## config.mk

```make
export PLATFORM = sky130hd
export DESIGN_NAME = exec_share_arbiter
export DESIGN_NICKNAME = d
export VERILOG_FILES = /design/src/rtl/exec_share_arbiter.sv
export SDC_FILE = /design/constraint.sdc
export NUM_CORES = 1
export LEC_CHECK = 0
export CAP_MARGIN = 40
export CELL_PAD_IN_SITES_DETAIL_PLACEMENT = 0
export CELL_PAD_IN_SITES_GLOBAL_PLACEMENT = 1
export CORE_MARGIN = 1
export CORE_UTILIZATION = 18
export DETAILED_ROUTE_END_ITERATION = 16
export PLACE_DENSITY = 0.89
export RECOVER_POWER = 25
export SETUP_SLACK_MARGIN = 0.15
export SLEW_MARGIN = 40
export SYNTH_ARGS = -nofsm -noshare
export SYNTH_HDL_FRONTEND = slang
export SYNTH_SLANG_ARGS = --single-unit
```

## constraint.sdc

```tcl
create_clock -name clk -period 3.3 [get_ports clk]
set_input_delay 0.495 -clock clk [delete_from_list [all_inputs] [get_ports clk]]
set_output_delay 0.495 -clock clk [all_outputs]
set_load 0.02 [all_outputs]
```

## src/rtl/exec_share_arbiter.sv

```systemverilog
// exec_share_arbiter: two-requester arbiter in front of one 16-bit execution block, with lock/chain support.
// Optional EXS_CTX_CHECK_EN adds ctx_err and blocks context ops issued by a non-owner.
module exec_share_arbiter #(
  parameter int DW = 16,
  parameter int OPW = 6,
  parameter int LOCK_MAX = 4,
  parameter logic [OPW-1:0] IDLE_OP = 6'b011100
) (
  input  logic           clk,
  input  logic           reset,
  input  logic           r0_req,
  input  logic           r0_lock,
  input  logic [OPW-1:0] r0_op,
  input  logic [DW-1:0]  r0_a,
  input  logic [DW-1:0]  r0_b,
  input  logic [DW-1:0]  r0_din,
  output logic           r0_gnt,
  input  logic           r1_req,
  input  logic           r1_lock,
  input  logic [OPW-1:0] r1_op,
  input  logic [DW-1:0]  r1_a,
  input  logic [DW-1:0]  r1_b,
  input  logic [DW-1:0]  r1_din,
  output logic           r1_gnt,
  output logic [OPW-1:0] ex_op,
  output logic [DW-1:0]  ex_a,
  output logic [DW-1:0]  ex_b,
  output logic [DW-1:0]  ex_din,
  input  logic [DW-1:0]  ex_ans,
  input  logic [1:0]     ex_flag,
  output logic           rsp_valid,
  output logic           rsp_id,
  output logic [DW-1:0]  rsp_ans,
  output logic [1:0]     rsp_flag,
`ifdef EXS_CTX_CHECK_EN
  output logic           ctx_err,
`endif
  output logic           lock_brk
);
  localparam logic [1:0] S_IDLE = 2'b00;
  localparam logic [1:0] S_OWN0 = 2'b01;
  localparam logic [1:0] S_OWN1 = 2'b10;
  localparam int CW = $clog2(LOCK_MAX + 1);
  localparam logic [CW-1:0] LMAX = CW'(LOCK_MAX);
  logic [1:0] state_q, state_d;
  logic locked_q, locked_d;
  logic [CW-1:0] cnt_q, cnt_d;
  logic rsp_valid_q, rsp_id_q, lock_brk_q;
  logic has_own, own, own_req, oth_req, hold, brk, any, gid, gnt, ctx_bad;
  logic [OPW-1:0] sel_op;
`ifdef EXS_CTX_CHECK_EN
  logic ctx_err_q;
  function automatic logic is_ctx(input logic [OPW-1:0] op);
    return op == 6'b010000 || op == 6'b010001 || op == 6'b010111 || op == 6'b011000 || op[5:2] == 4'b0111;
  endfunction
`endif
  always_comb begin
    has_own = state_q != S_IDLE;
    own = state_q == S_OWN1;
    own_req = has_own & (own ? r1_req : r0_req);
    oth_req = has_own & (own ? r0_req : r1_req);
    hold = locked_q & own_req & (cnt_q < LMAX);
    brk = locked_q & own_req & oth_req & (cnt_q == LMAX);
    any = r0_req | r1_req;
    // both requesting: the non-owner wins, and r0 wins from IDLE
    gid = hold ? own : (r0_req & r1_req) ? (has_own & ~own) : r1_req;
    gnt = any & ~reset;
    sel_op = gid ? r1_op : r0_op;
`ifdef EXS_CTX_CHECK_EN
    ctx_bad = is_ctx(sel_op) & (~has_own | (gid != own));
`else
    ctx_bad = 1'b0;
`endif
    state_d = any ? (gid ? S_OWN1 : S_OWN0) : state_q;
    locked_d = any & (gid ? r1_lock : r0_lock);
    cnt_d = (hold & oth_req) ? cnt_q + 1'b1 : '0;
  end
  assign r0_gnt = gnt & ~gid;
  assign r1_gnt = gnt & gid;
  assign ex_op = (gnt & ~ctx_bad) ? sel_op : IDLE_OP;
  assign ex_a = gnt ? (gid ? r1_a : r0_a) : '0;
  assign ex_b = gnt ? (gid ? r1_b : r0_b) : '0;
  assign ex_din = gnt ? (gid ? r1_din : r0_din) : '0;
  assign rsp_valid = rsp_valid_q;
  assign rsp_id = rsp_id_q;
  assign rsp_ans = rsp_valid_q ? ex_ans : '0;
  assign rsp_flag = rsp_valid_q ? ex_flag : 2'b00;
  assign lock_brk = lock_brk_q;
`ifdef EXS_CTX_CHECK_EN
  assign ctx_err = ctx_err_q;
  always_ff @(posedge clk)
    ctx_err_q <= reset ? 1'b0 : gnt & ctx_bad;
`endif
  always_ff @(posedge clk) begin
    if (reset) begin
      state_q <= S_IDLE;
      locked_q <= 1'b0;
      cnt_q <= '0;
      rsp_valid_q <= 1'b0;
      rsp_id_q <= 1'b0;
      lock_brk_q <= 1'b0;
    end else begin
      state_q <= state_d;
      locked_q <= locked_d;
      cnt_q <= cnt_d;
      rsp_valid_q <= gnt;
      rsp_id_q <= gnt & gid;
      lock_brk_q <= brk;
    end
  end
endmodule

```

==> results.rst <==
.. list-table::
   :header-rows: 1

   * - Metric
     - Value
   * - HP Start
     - cnt_q[0]$_SDFF_PP0_
   * - Actual transition at the worst max-transition pin
     - 382.9 ps
   * - Maximum number of pins on one net before global-route repair
     - 79
   * - Class of the worst hold path
     - reg -> reg
   * - Area of the multi-input gates
     - 0.001205 sq mm
   * - Netlist cell types
     - 29
   * - Total of max-cap violations
     - 0
   * - Proportion of synthesized flip-flops having asynchronous set or reset
     - 0%
   * - Bufs on Longest Clock Path
     - 2
   * - Area share of the largest cell type after synthesis
     - 22.11%
   * - Worst slew margin relative to its limit
     - ~74%
   * - Combined global-route utilization of all metal layers
     - 14.14%
   * - Number of buffer cells added on primary ports
     - 208
   * - Filler cells
     - around 950
   * - First-pass iteration count of the detailed router
     - 4
   * - Slowest cell on crit path
     - clkdlybuf4s50_1
   * - Number of flops mapped to enable cells by yosys
     - 0
   * - Endpoint of the worst hold path
     - cnt_q[0]$_SDFF_PP0_
   * - Critical Path Most Common Cell
     - clkdlybuf4s50_1
   * - Count of final max-slew check failures
     - 0
   * - CTS sink count
     - 9
   * - Data arrival time of the worst path
     - ~2600 ps
   * - Die Outline Area
     - 0.01031 sq mm
   * - Count of routing violations after the opening detailed-route iteration
     - 54
   * - Worst VDD drop
     - roughly 0.10 mV
   * - Leakage power total
     - 0.001582 uW
   * - Antenna violations before repair
     - 0
   * - Synth Instances
     - roughly 250
   * - Commonest cells post-synth
     - inv_1 (57), nand2b_1 (54), o32ai_1 (45), and2_1 (20), clkbuf_1 (13)
   * - Sum of negative setup slack
     - 0 ps
   * - Latest clock arrival within the worst-skew pair
     - 240 ps
   * - Total number of vias
     - 2,562
   * - Avg Cell Area, Syn
     - around 7.2 sq um
   * - Primary FF master, synth
     - dfxtp_1
   * - Nets
     - around 580
   * - Slowest cell delay on critical path
     - 660 ps
   * - Total wirelength of the detailed-routed design
     - 7.746 mm
   * - Final worst slack
     - 227.1 ps
   * - Seq. cell area
     - 180.2 sq um
   * - Aggregate global routing overflow
     - 0
   * - Pre-CTS worst setup slack
     - between 200 and 250 ps
   * - Outcome
     - complete, no violations
   * - Initial standard-cell utilization of the core
     - 18.94%
   * - Global-route wire length before repair
     - 11.60 mm
   * - Post-synth top area cell
     - o32ai_1
   * - Horizontal extent of the die
     - 101.5 um
   * - Worst r2r src
     - cnt_q[2]$_SDFF_PP0_
   * - Number of nets produced by synthesis
     - around 380
   * - Inserted Diodes
     - 0
   * - Fraction of the yosys area taken by sequential cells
     - 10.11%
   * - Cell row count
     - 35
   * - Maximum net fanout on the critical path
     - 30
   * - Clock buffer count from CTS
     - 3
   * - Endpoint of the most critical register-to-register path
     - locked_q$_SDFF_PP0_
   * - GP Congestion
     - between 0.7 and 0.8
   * - Fmax
     - 0.3254 GHz
   * - Period minus WS final
     - between 3000 and 4000 ps
   * - Share of post-route cells with drive strength above 1
     - 4.751%
   * - Final cycle utilization of the critical path
     - just over 90%
   * - Crit Path Class
     - in -> out
   * - Synthesis warning total
     - 0
   * - Io pins
     - 209
   * - Critical path, cell by cell
     - clkdlybuf4s50_1 -> nand4b_1 -> o211ai_1 -> buf_6 -> o32ai_1 -> clkdlybuf4s50_1
   * - Post-synthesis sequential element count
     - 9
   * - HPWL after detailed placement
     - roughly 6.2 mm
   * - Vias per cell
     - 4.487
   * - Setup crit start kind
     - primary input
   * - Placeable core region
     - 0.009415 sq mm
   * - Leading post-synthesis cells by cell area
     - o32ai_1 (22%), nand2b_1 (19%), inv_1 (12%)
   * - Unrepaired setup endpoints after global routing
     - false
   * - Vertical die dimension
     - 101.5 um
   * - Final setup fails
     - 0
   * - CP required
     - 2800 ps
   * - Number of global-route vias before repair
     - 2,443
   * - DRC violations left
     - 0
   * - Area overhead of the layout relative to synthesis
     - 123.0%
   * - Drt wl/cell
     - about 14 um
   * - Worst hold path cell count
     - 1
   * - Number of setup buffers added after CTS
     - 0
   * - Sort of element at the end of the critical path
     - output port
   * - Register-to-Register Path Depth
     - 4
   * - Final Hold Viols
     - 0
   * - Cell at the root of the clock tree
     - clkbuf_8
   * - Count leader, synth
     - inv_1
   * - Reg clk slew, reported paths
     - around 50 ps
   * - CTS tree
     - built
   * - # hold bufs at CTS
     - 0
   * - Post-route antenna net violation count
     - 0
   * - Final worst clock skew
     - 7.026 ps
   * - Power density normalized to cell area
     - 198.2 mW/mm^2
   * - Buffers & Inverters on Critical Path
     - 3
   * - R2R setup slack
     - 1710 ps
   * - Summed instance area of the synthesized netlist
     - 0.001783 sq mm
   * - CTS H-Tree Depth
     - 1
   * - Cell class contributing the biggest share of worst-path delay
     - buffers and inverters
worst max path at each step:
stage	end	startpoint	depth (start not counted)
after floorplan	ex_a[0]	r0_req	5
after global placement	ex_a[4]	r0_req	6
after detailed placement	ex_a[6]	r0_req	6
after CTS	ex_a[13]	r0_req	6
after global routing	ex_a[13]	r0_req	6
final	ex_a[13]	r0_req	6
metrics by stage:
stage	area, sq um	power (uW)	util, %	hold slack, ps	instances
after floorplan	1783	362.9	-	430.3	249
after global routing	3976	838.5	42.23	523.7	571
final	3976	788.1	42.23	467.6	571
after global placement	3941	659.9	41.86	440.7	567
after detailed placement	3941	665.1	41.86	467.6	567
after CTS	3988	803.1	42.35	475.0	571
area by class of cell:
type / count / area share [%]
Timing Repair Buffer: 215 / 54.56
Clock inverter: 1 / 0.1259
Multi-Input combinational cell: 157 / 30.30
Sequential cell: 9 / 4.531
Clock buffer: 3 / 1.038
Inverter: 57 / 5.381
Tap cell: 129 / 4.059
worst reg2reg max path, stage by stage, from the launching register on:
cell	delay, ps
dfxtp_1	420
and3b_1	260
o211ai_1	370
buf_6	300
o32ai_1	110
power breakdown:
part	switching, uW	total, uW	internal, uW
Combinational	229	535	306
Sequential	6.09	119	113
Clock	50.8	134	82.9
Total	286	788	502
layout by cell type, fill, tap and decap left out:
master and n:
nor4_1 1, o32ai_1 45, nand3b_1 1, o2111ai_1 3
clkbuf_8 3, ha_1 2, buf_2 1, clkdlybuf4s50_1 193
or2b_2 1, nand4b_1 2, nor2_1 3, o221ai_4 1
and2b_2 1, nand2_1 2, o211a_1 1, buf_4 2
a21oi_1 1, o211ai_1 4, clkinv_2 1, nand2b_1 54
buf_6 1, dlygate4sd3_1 13, buf_12 3, inv_1 57
nor3_1 7, dlymetal6s2s_1 1, o32ai_2 7, and2_1 18
and3b_1 1, clkbuf_1 1, dfxtp_1 9, and2_0 2
timing repair:
action,CTS,global route
resized for setup,0,2
endpoints found under the setup margin,0,28
hold endpoints to repair,0,0
sequential cells by signal, indices dropped and copies added (netlist names):
register / count
rsp_valid: 1
state_q: 2
rsp_id: 1
cnt_q: 3
locked_q: 1
lock_brk: 1
layer usage:
metal | share of wire, % | wire length, um | up-vias | global-route usage (%)
li1 | - | - | 1250 | -
met1 | 36 | 2758 | 1142 | 14.43
met2 | 51 | 3928 | 163 | 27.60
met3 | 13 | 987 | 7 | 4.831
met4 | 0.93 | 72 | 0 | 2.787
met5 | 0 | 0 | - | 0
cells by family after synthesis:
group           count (synthesis)  share of synthesized area (%)
flops                           9                          10.11
fa+ha+maj                       2                          1.403
buf+inv                        83                          22.18
compound gates                 62                          34.11
simple gates                   93                          32.21
Power figures use the tool's default switching activity.
